==> config.mk <==
export PLATFORM = sky130hd
export DESIGN_NAME = mem_access
export DESIGN_NICKNAME = d
export VERILOG_FILES = /design/src/rtl/mem_access.sv
export SDC_FILE = /design/constraint.sdc
export NUM_CORES = 1
export LEC_CHECK = 0
export CAP_MARGIN = 20
export CORE_MARGIN = 8
export CORE_UTILIZATION = 35
export DETAILED_ROUTE_END_ITERATION = 8
export HOLD_SLACK_MARGIN = 0.06
export PLACE_DENSITY = 0.7
export SLEW_MARGIN = 40
export SYNTH_ARGS = -nofsm -noshare
export SYNTH_HDL_FRONTEND = slang
export SYNTH_SLANG_ARGS = --single-unit
==> constraint.sdc <==
create_clock -name clk -period 2.12 [get_ports clk]
set_input_delay 0.424 -clock clk [delete_from_list [all_inputs] [get_ports clk]]
set_output_delay 0.424 -clock clk [all_outputs]
set_load 0.01 [all_outputs]
==> src/rtl/mem_access.sv <==
// mem_access: RISC-V memory-access stage with a req/ack data bus and
// the MEM/WB pipeline register feeding write-back.
module mem_access #(
    parameter int XLEN = 32,
    parameter int RD_W = 5
) (
    input  logic            clk,
    input  logic            rst_n,
    input  logic            ex_valid,
    output logic            ex_ready,
    input  logic            ex_MemRead,
    input  logic            ex_MemWrite,
    input  logic            ex_MemtoReg,
    input  logic            ex_RegWrite,
    input  logic [2:0]      ex_funct3,
    input  logic [XLEN-1:0] ex_ALU_result,
    input  logic [XLEN-1:0] ex_store_data,
    input  logic [RD_W-1:0] ex_rd,
    output logic            dmem_req,
    output logic            dmem_we,
    output logic [XLEN-1:0] dmem_addr,
    output logic [3:0]      dmem_wstrb,
    output logic [XLEN-1:0] dmem_wdata,
    input  logic            dmem_ack,
    input  logic [XLEN-1:0] dmem_rdata,
    output logic            wb_valid,
    output logic            wb_MemtoReg,
    output logic            wb_RegWrite,
    output logic [XLEN-1:0] wb_mem_data,
    output logic [XLEN-1:0] wb_ALU_result,
    output logic [RD_W-1:0] wb_rd,
    output logic            wb_fault
);

    typedef enum logic {IDLE, BUSY} state_t;

    state_t            state_q, state_d;
    logic [XLEN-1:0]   addr_q, addr_d;
    logic [2:0]        f3_q, f3_d;
    logic [RD_W-1:0]   rd_q, rd_d;
    logic              m2r_q, m2r_d;
    logic              rw_q, rw_d;
    logic              req_q, req_d;
    logic              we_q, we_d;
    logic [3:0]        wstrb_q, wstrb_d;
    logic [XLEN-1:0]   wdata_q, wdata_d;
    logic              wb_valid_q, wb_valid_d;
    logic              wb_m2r_q, wb_m2r_d;
    logic              wb_rw_q, wb_rw_d;
    logic [XLEN-1:0]   wb_mdata_q, wb_mdata_d;
    logic [XLEN-1:0]   wb_alu_q, wb_alu_d;
    logic [RD_W-1:0]   wb_rd_q, wb_rd_d;
    logic              wb_fault_q, wb_fault_d;

    logic              is_mem, f3_ok, align_ok;
    logic [XLEN-1:0]   byte_sh, half_sh, load_val;
    logic [1:0]        off;

    assign off    = ex_ALU_result[1:0];
    assign is_mem = ex_MemRead | ex_MemWrite;

    always_comb begin
        f3_ok = 1'b0;
        if (ex_MemRead && !ex_MemWrite)
            f3_ok = ex_funct3 inside {3'b000, 3'b001, 3'b010, 3'b100, 3'b101};
        else if (ex_MemWrite && !ex_MemRead)
            f3_ok = ex_funct3 inside {3'b000, 3'b001, 3'b010};
        case (ex_funct3[1:0])
            2'b01:   align_ok = ~off[0];
            2'b10:   align_ok = (off == 2'b00);
            default: align_ok = 1'b1;
        endcase
    end

    // Lane selection for the returning load word, from the captured offset
    assign byte_sh = dmem_rdata >> {addr_q[1:0], 3'b000};
    assign half_sh = dmem_rdata >> {addr_q[1], 4'b0000};

    always_comb begin
        case (f3_q)
            3'b000:  load_val = {{(XLEN-8){byte_sh[7]}}, byte_sh[7:0]};
            3'b001:  load_val = {{(XLEN-16){half_sh[15]}}, half_sh[15:0]};
            3'b100:  load_val = {{(XLEN-8){1'b0}}, byte_sh[7:0]};
            3'b101:  load_val = {{(XLEN-16){1'b0}}, half_sh[15:0]};
            default: load_val = dmem_rdata;
        endcase
    end

    always_comb begin
        state_d    = state_q;
        addr_d     = addr_q;
        f3_d       = f3_q;
        rd_d       = rd_q;
        m2r_d      = m2r_q;
        rw_d       = rw_q;
        req_d      = req_q;
        we_d       = we_q;
        wstrb_d    = wstrb_q;
        wdata_d    = wdata_q;
        wb_valid_d = 1'b0;
        wb_m2r_d   = wb_m2r_q;
        wb_rw_d    = wb_rw_q;
        wb_mdata_d = wb_mdata_q;
        wb_alu_d   = wb_alu_q;
        wb_rd_d    = wb_rd_q;
        wb_fault_d = wb_fault_q;
        case (state_q)
            IDLE: begin
                if (ex_valid && !is_mem) begin
                    wb_valid_d = 1'b1;
                    wb_m2r_d   = ex_MemtoReg;
                    wb_rw_d    = ex_RegWrite;
                    wb_mdata_d = '0;
                    wb_alu_d   = ex_ALU_result;
                    wb_rd_d    = ex_rd;
                    wb_fault_d = 1'b0;
                end else if (ex_valid && f3_ok && align_ok) begin
                    state_d = BUSY;
                    addr_d  = ex_ALU_result;
                    f3_d    = ex_funct3;
                    rd_d    = ex_rd;
                    m2r_d   = ex_MemtoReg;
                    rw_d    = ex_RegWrite;
                    req_d   = 1'b1;
                    we_d    = ex_MemWrite;
                    wstrb_d = '0;
                    wdata_d = '0;
                    if (ex_MemWrite) begin
                        case (ex_funct3[1:0])
                            2'b00: begin
                                wstrb_d = 4'b0001 << off;
                                wdata_d = {4{ex_store_data[7:0]}};
                            end
                            2'b01: begin
                                wstrb_d = 4'b0011 << off;
                                wdata_d = {2{ex_store_data[15:0]}};
                            end
                            default: begin
                                wstrb_d = 4'b1111;
                                wdata_d = ex_store_data;
                            end
                        endcase
                    end
                end else if (ex_valid) begin
                    wb_valid_d = 1'b1;
                    wb_m2r_d   = ex_MemtoReg;
                    wb_rw_d    = 1'b0;
                    wb_mdata_d = '0;
                    wb_alu_d   = ex_ALU_result;
                    wb_rd_d    = ex_rd;
                    wb_fault_d = 1'b1;
                end
            end
            BUSY: begin
                if (dmem_ack) begin
                    state_d    = IDLE;
                    req_d      = 1'b0;
                    wb_valid_d = 1'b1;
                    wb_m2r_d   = m2r_q;
                    wb_rw_d    = rw_q & ~we_q;
                    wb_mdata_d = we_q ? '0 : load_val;
                    wb_alu_d   = addr_q;
                    wb_rd_d    = rd_q;
                    wb_fault_d = 1'b0;
                end
            end
            default: state_d = IDLE;
        endcase
    end

    always_ff @(posedge clk or negedge rst_n) begin
        if (!rst_n) begin
            state_q    <= IDLE;
            addr_q     <= '0;
            f3_q       <= '0;
            rd_q       <= '0;
            m2r_q      <= 1'b0;
            rw_q       <= 1'b0;
            req_q      <= 1'b0;
            we_q       <= 1'b0;
            wstrb_q    <= '0;
            wdata_q    <= '0;
            wb_valid_q <= 1'b0;
            wb_m2r_q   <= 1'b0;
            wb_rw_q    <= 1'b0;
            wb_mdata_q <= '0;
            wb_alu_q   <= '0;
            wb_rd_q    <= '0;
            wb_fault_q <= 1'b0;
        end else begin
            state_q    <= state_d;
            addr_q     <= addr_d;
            f3_q       <= f3_d;
            rd_q       <= rd_d;
            m2r_q      <= m2r_d;
            rw_q       <= rw_d;
            req_q      <= req_d;
            we_q       <= we_d;
            wstrb_q    <= wstrb_d;
            wdata_q    <= wdata_d;
            wb_valid_q <= wb_valid_d;
            wb_m2r_q   <= wb_m2r_d;
            wb_rw_q    <= wb_rw_d;
            wb_mdata_q <= wb_mdata_d;
            wb_alu_q   <= wb_alu_d;
            wb_rd_q    <= wb_rd_d;
            wb_fault_q <= wb_fault_d;
        end
    end

    assign ex_ready      = (state_q == IDLE);
    assign dmem_req      = req_q;
    assign dmem_we       = we_q;
    assign dmem_addr     = {addr_q[XLEN-1:2], 2'b00};
    assign dmem_wstrb    = wstrb_q;
    assign dmem_wdata    = wdata_q;
    assign wb_valid      = wb_valid_q;
    assign wb_MemtoReg   = wb_m2r_q;
    assign wb_RegWrite   = wb_rw_q;
    assign wb_mem_data   = wb_mdata_q;
    assign wb_ALU_result = wb_alu_q;
    assign wb_rd         = wb_rd_q;
    assign wb_fault      = wb_fault_q;

endmodule

== After elaboration in Yosys (flattened, before gate mapping) ==
Cells that the tools add are included.

* Output and inout bits: 144
* Bits in registers: 154
* Input bits: 112

* Shift-type cells: 4
* Eq/ne operators: 14
* Bitwise operators: 6
* Reductions and logical operators: 17
* Mux-type cells: 51

{| class="wikitable"
|+ Operators by type and width
! cell !! number
|-
| 32-bit two-way mux || 10
|-
| 32-bit case mux with 2 select lines || 3
|-
| 32-bit case mux with 4 select lines || 1
|-
| 32-bit by 5-bit >> shifter with 16-bit output || 1
|-
| 32-bit by 5-bit >> shifter with 8-bit output || 1
|-
| 1-bit two-way mux || 23
|-
| 5-bit two-way mux || 4
|-
| 1-bit case mux with 2 select lines || 7
|-
| 3-bit equality test (second input constant) || 4
|-
| 5-bit case mux with 2 select lines || 1
|-
| 3-bit AND reduction || 3
|-
| 4-bit case mux with 2 select lines || 1
|-
| 3-bit by 1-bit equality test with 1-bit output (second input constant) || 2
|-
| 3-bit logical NOT || 2
|-
| 1-bit logical AND || 5
|-
| 5-bit nonzero test || 1
|-
| 2-bit logical NOT || 2
|-
| 4-bit two-way mux || 1
|-
| 2-bit != test (second input constant) || 2
|-
| 1-bit NOT || 4
|-
| 1-bit by 2-bit << shifter with 4-bit output (first input constant) || 1
|-
| 2-bit by 2-bit << shifter with 4-bit output (first input constant) || 1
|-
| 3-bit by 2-bit equality test with 1-bit output (second input constant) || 1
|-
| 1-bit logical NOT || 3
|-
| other kinds (8) || 8
|}

== Depth between registers and ports, before layout ==
Gate-level depths: netlist of the first run.

* Word-level depth: 9
* Depth in mapped cells: 10
* Depth with buffers taken out: 7

== Worst setup path before layout of the first run ==
OpenSTA, ideal clock, no wires.

* Path kind: in2reg
* From: input ex_funct3[1]
* To: register wb_alu_q[19], in the netlist wb_ALU_result[19]
* Library setup time: 0.125 ns
* Cell stages on the path: 10
* Path slack: -0.287 ns
* Arrival: 2.282 ns
* Cell sequence: inv_1 > ha_1 > or2_2 > clkbuf_1 > o211ai_1 > o21bai_4 > inv_2 > buf_6 > buf_6 > mux2_4

* Longest elaborated chain between the ends: 8
* Elaborated cells on any way between the ends: 16
* Those cells by class: 7 x eq/ne; 3 x mux; 6 x reduce/logical

{| class="wikitable"
|+ RTL lines
! item !! line !! RTL
|-
| start, declared || 15 || <nowiki>input logic [2:0] ex_funct3,</nowiki>
|-
| 3-bit by 1-bit equality test with 1-bit output (tied with other cells) || 65, 67 ||
|-
| 3-bit nonzero test || 67 || <nowiki>f3_ok = ex_funct3 inside {3'b000, 3'b001, 3'b010};</nowiki>
|-
| 1-bit two-way mux || 66 || <nowiki>else if (ex_MemWrite && !ex_MemRead)</nowiki>
|-
| 1-bit two-way mux || 64 || <nowiki>if (ex_MemRead && !ex_MemWrite)</nowiki>
|-
| 1-bit logical AND || 117 || <nowiki>end else if (ex_valid && f3_ok && align_ok) begin</nowiki>
|-
| 1-bit logical AND (*) || 117 ||
|-
| 3-bit != test (no line) (*) || -- ||
|-
| 3-bit AND reduction (no line) (*) || -- ||
|-
| end signal, assigned || 205 || <nowiki>wb_alu_q <= wb_alu_d;</nowiki>
|-
| end, declared || 51 || <nowiki>logic [XLEN-1:0] wb_alu_q, wb_alu_d;</nowiki>
|}

Every way passes the cells marked *; elsewhere a longest branch is shown, timed or not.
A chain may end at the register's enable or synchronous reset.

== Worst setup path in the final report of the first run ==
* From: input ex_funct3[0]
* To: register wb_alu_q[24], in the netlist wb_ALU_result[24]

The elaborated chain is that of the path after synthesis.

==> flow_summary.ini, run 1 <==
[min_path]
min_path_type = in2async

[setup_path]
slowest_stage = or3b_4
critPathLaunchType = primary input
cpPeakStageDelay_ns = 0.38
cp_max_fo = 8
worstSetupPathType = in2reg
arrival_ns = 2.38
reg2reg_depth = 8
r2r_start = state_q
rrSetupSlack_ns = 0.23
crit_path_cell_trace = clkdlybuf4s15_2 > inv_8 > ha_4 > or3b_4 > a32o_2 > o21bai_4 > clkinv_4 > clkbuf_16 > mux2_4
r2r_end = wb_ALU_result[24]
crit_required_ns = 2.41
worstSetupEndpointType = register

[clock_tree]
clock_sinks = 154
htreeDepth = 4
path_clk_slew_ns = 0.06
cts_tree = yes
insertion_delay_ns = 0.41
cts_root_buffer = clkbuf_16
cts_buffer_depth = 2
cts_buffers = 17
cts_setup_buffers = 0

[sta]
hold_slack_ns = 0.4733
fin_skew_ns = 0.01022
period_needed_ns = 2.088
hold_viol = 0
slew_viol_final = 0
fmax_mhz = 479.0
relSlewSlack = 0.4971
setup_violations = 0
fin_crit_sh = 0.9847
worstMarginPinSlew_ns = 0.7536

[drt]
wl_per_cell_um = 19.80
drtIter0Drc = 320
antenna_left = 0
viasPerCell = 4.893
wl_um = 23570
dr_total_vias = 5823
drc = 0
drt_pre_antenna_iters = 4

[global_routing]
track_usage = 0.1729
grt_pass1_vias = 6286
grt_overflow = 0
antenna_found_initial = 1
grt_max_degree = 46
grt_pass1_wl_um = 36480

[finish]
layout-drive-gt1-share = 0.2596
final_area_um2 = 11350
multi_input_area_um2 = 3351
layout.nets = 1011
final-seq-area_um2 = 3855
fin_cells = 1190
utilization = 0.5251
fillerInstances = 1917
synthToLayoutAreaGrowth_pct = 48.54

[synthesis]
yosys-top-cells-area = dfrtp_1 50%, mux2_2 17%, o21ai_0 4.2%
synth_compound_area_frac = 0.1337
synthAdderAreaFrac = 0.004911
yosysSeqAreaShare = 0.5042
synth_area_um2 = 7644
synthArstFlopShare = 1.000
synth_top_cell_by_area = dfrtp_1
synth-simple-area-share = 0.05435
yosysUniqueCellTypes = 41
postSynthAreaPerCell_um2 = 11.85
synth_top_cell_area_share = 0.5042
yosysWarnings = 0
synth_top_family_by_area = multiplexers
synth-edff-count = 0
synth_xor_area_frac = 0.001146
synth-seq-cells = 154
synthCells = 645
synthMuxAreaShare = 0.2346
synth_top_flop_cell = dfrtp_1

[run]
max_cap_viol_count = 0

[die]
die_h_um = 163.8
die_area_um2 = 26820
core_region_area_um2 = 21620
io_pins = 256
start_util = 0.3535
rows = 54
die_w_um = 163.8

[placement]
placed_area_um2 = 10650
placedCellCount = 1153
io_buffers = 253
place.detailed.hpwl_um = 17310
gp_congestion = 0.7997

[outcome]
status = finished clean

[power_and_ir_drop]
cellPowerDensity_nw_per_um2 = 996.1
ir_worst_vdd_uv = 568.9
p_leak_nw = 4.814
finalPower_w = 0.01131
[cell usage after synthesis (16+ instances only)]
library cell	n
nor2_1	24
mux2_2	115
buf_4	33
mux2i_1	19
nand2_1	33
o21ai_0	64
o31ai_1	16
a32o_1	18
nand2b_1	21
dfrtp_1	154
mux2_4	19
clkbuf_1	33
[metrics by stage]
step                 TNS, ns  setup slack (ns)
finish                     0           0.03235
detailed placement    -85.81           -0.6605
global route        -0.02070         -0.007087
CTS                        0           0.02121
floorplan             -1.649          -0.06527
global placement      -88.03           -0.6537
[critical path: cells and delay by family]
kind	cells	cell delay, ns
simple gates	1	0.38
buf+inv	4	0.68
fa+ha+maj	1	0.12
mux	1	0.30
compound gates	2	0.47
[worst max-delay path by stage]
stage,cells past startpoint,startpoint,endpoint
after floorplan,10,ex_funct3[1],wb_ALU_result[19]
after global placement,10,ex_funct3[0],wb_ALU_result[16]
after detailed placement,10,ex_funct3[0],wb_ALU_result[14]
after CTS,3,state_q,ex_ready
after global routing,8,ex_MemRead,wb_ALU_result[24]
final,9,ex_funct3[0],wb_ALU_result[24]
[placed cells by master (no fill, tap or decap), drive strengths merged, types with 7 or more instances in the layout]
master and instances:
clkdlybuf4s50 247, dfrtp 154, mux2 134, o21ai 64, buf 54, nand2 33, clkbuf 26, nor2 24
nand2b 21, mux2i 19, a32o 18, o31ai 16, inv 16, a21oi 11, a22o 8, a21boi 8
a2bb2oi 7, o221ai 7
[cell families (layout without fill, tap and decap cells)]
logic type               count (synthesis)  after routing
adder cells (fa/ha/maj)                  3              3
flip-flops                             154            154
buffers and inverters                   94            357
XOR/XNOR                                 1              1
other                                    1              3
multiplexers                           154            154
AO/OA/AOI/OAI                          149            149
AND/OR/NAND/NOR                         89             89
[sequential cells by signal, summed over array words and instances, names as in the netlist]
register       count
dmem_wdata        32
wb_rd              5
wb_mem_data       32
wb_MemtoReg        1
wb_valid           1
dmem_wstrb         4
f3_q               3
rw_q               1
state_q            1
wb_fault           1
wb_ALU_result     32
rd_q               5
wb_RegWrite        1
dmem_req           1
addr_q            32
dmem_we            1
m2r_q              1
[report_power, final]
group          switching [W]  total (W)  internal (W)
logic                0.00170    0.00407       0.00237
clock network        0.00122    0.00303       0.00181
registers           0.000506    0.00421       0.00370
[final cells by class]
cell class	instances	area share
sequential	154	0.3395
multi-input combinational	398	0.2951
timing repair buffer	309	0.2754
clock buffer	23	0.04122
tap	280	0.03086
clock inverter	9	0.01014
inverter	16	0.007494
antenna	1	0.0002204
[routing by layer]
layer  share of wire  vias to the layer above  track usage
li1                -                     2788            -
met1            0.43                     2830       0.2146
met2            0.47                      186       0.2769
met3           0.080                       19      0.06441
met4           0.015                        0      0.05041
met5               0                        -            0
[what timing repair did]
item	CTS	global route
endpoints found under the hold margin	29	0
pin swaps	2	2
cloned	1	2
resized for setup	6	12
hold buffers	1	0
setup endpoints to repair	128	59
Power figures use the tool's default switching activity.
==> run 2, diff against run 1 <==
Settings changed: SETUP_SLACK_MARGIN set to 0.02.
==> run 2 against run 1 <==
Against the previous run: wire length barely moved; sequential share of layout area about the same; final cell count did not move; via count up 0.45%; critical path type unchanged; largest cell class unchanged; largest power group unchanged; highest routed layer unchanged.
==> flow_summary.ini, run 2 (same netlist as run 1, synthesis figures left out) <==
[sta]
slew_viol_final = 0
fin_skew_ns = 0.009324
fin_crit_sh = 0.9655
relSlewSlack = 0.5055
period_needed_ns = 2.047
setup-tns-final_ns = 0
hold_viol = 0
worstMarginPinSlew_ns = 0.7409
rsz0062_at_grt = no
fmax_mhz = 488.6
setup_violations = 0

[placement]
io_buffers = 253
place.detailed.hpwl_um = 17310
gp_congestion = 0.7997

[finish]
multi_input_area_um2 = 3358
fillerInstances = 1918
synthToLayoutAreaGrowth_pct = 48.55
layout.nets = 1011
layout-drive-gt1-share = 0.2607
mostFrequentLayoutCells = 247 x clkdlybuf4s50_1, 153 x dfrtp_1, 115 x mux2_2
final_common_cell = clkdlybuf4s50_1
final-seq-area_um2 = 3855

[drt]
drtIter0Drc = 315
wl_per_cell_um = 19.81
drt_pre_antenna_iters = 4
dr_total_vias = 5849
viasPerCell = 4.915
wl_um = 23570
antenna_left = 0
drc = 0

[clock_tree]
path_clk_slew_ns = 0.06
htreeDepth = 4
cts_root_buffer = clkbuf_16
cts_buffer_depth = 2
clock_sinks = 154
cts_buffers = 17
insertion_delay_ns = 0.41
cts_tree = yes
cts_setup_buffers = 0

[setup_path]
cpPeakStageDelay_ns = 0.50
cp_max_fo = 8
crit_required_ns = 2.41
cp_common_cell = buf_4
worstSetupPathType = in2reg
crit_path_cell_trace = clkdlybuf4s50_1 > nor2b_2 > buf_4 > o211ai_1 > buf_4 > o21bai_4 > clkinv_4 > clkbuf_16 > mux2_4
cp_num_buf_inv = 5
cp_top_family = buffers and inverters
slowest_stage = clkdlybuf4s50_1
worstSetupEndpointType = register
arrival_ns = 2.34
critPathLaunchType = primary input

[die]
die_w_um = 163.8
die_h_um = 163.8
die_area_um2 = 26820
rows = 54
io_pins = 256
start_util = 0.3535
core_region_area_um2 = 21620

[global_routing]
grt_pass1_wl_um = 36480
grt_max_degree = 46
grt_pass1_vias = 6286
grt_overflow = 0
track_usage = 0.1729
antenna_found_initial = 1

[min_path]
min_path_type = in2reg

[power_and_ir_drop]
cellPowerDensity_nw_per_um2 = 995.9
p_leak_nw = 4.815
finalPower_w = 0.01131
ir_worst_vdd_uv = 567.7

[run]
max_cap_viol_count = 0

[outcome]
status = finished clean
run 2: cell types whose count changed in the layout (fill, tap and decap cells not counted):
cell,before,now
xor2_2,0,1
buf_2,0,1
xor2_1,1,0
clkdlybuf4s15_2,1,0
run 2: worst min-delay path, delay by kind of cell:
kind,cells,cell delay (ns)
buf+inv,3,0.31
compound gates,1,0.07
run 2: final timing paths:
| kind | endpoint | slack (ns) | startpoint | cells after the start |
|---|---|---|---|---|
| worst max-delay path | wb_ALU_result[24] | 0.07 | ex_valid | 9 |
| worst min-delay path | f3_q[0] | 0.44 | ex_funct3[0] | 4 |
| worst max register to register | wb_ALU_result[24] | 0.24 | state_q | 8 |
| worst min register to register | wb_mem_data[17] | 0.49 | wb_mem_data[17] | 1 |
| max in group asynchronous | dmem_wdata[29] | 0.98 | rst_n | 3 |
| min in group asynchronous | wb_mem_data[21] | 0.47 | rst_n | 2 |
run 2: what timing repair did:
action | 4_1_cts | 5_1_grt
gates cloned | 1 | 2
gates resized for setup | 6 | 14
endpoints found under the setup margin | 129 | 96
hold buffers | 1 | 0
endpoints found under the hold margin | 29 | 0
pin swaps | 2 | 3
run 2: metal layers:
metal,part of all wire,GRT usage
met5,0,0
met4,0.017,0.05041
met3,0.079,0.06441
met2,0.47,0.2769
met1,0.43,0.2146
run 2: power by group:
| part | internal, W | switching (W) | leakage [nW] |
|---|---|---|---|
| combinational | 0.00237 | 0.00170 | 2.59 |
| sequential | 0.00370 | 0.000506 | 1.95 |
| clock | 0.00181 | 0.00122 | 0.278 |
| total | 0.00788 | 0.00343 | 4.81 |
run 2: layout make-up:
class                           count  area share
Antenna cell                        1   0.0002204
Clock buffer                       23     0.04121
Clock inverter                      9     0.01014
Inverter                           16    0.007493
Multi-Input combinational cell    398      0.2958
Sequential cell                   154      0.3395
Tap cell                          280     0.03085
Timing Repair Buffer              309      0.2748
run 2: per-stage QoR:
| step | hold WS [ns] | setup WS (ns) | utilization | cells | cell area (µm²) |
|---|---|---|---|---|---|
| 2_1_floorplan | 0.1284 | -0.06527 | - | 646 | 7727 |
| 3_3_place_gp | 0.3424 | -0.6537 | 0.4925 | 1153 | 10650 |
| 3_5_place_dp | 0.3451 | -0.6605 | 0.4926 | 1153 | 10650 |
| 4_1_cts | 0.4652 | 0.02121 | 0.5214 | 1187 | 11270 |
| 5_1_grt | 0.4473 | 0.02380 | 0.5252 | 1190 | 11350 |
| 6_report | 0.4447 | 0.07324 | 0.5252 | 1190 | 11350 |
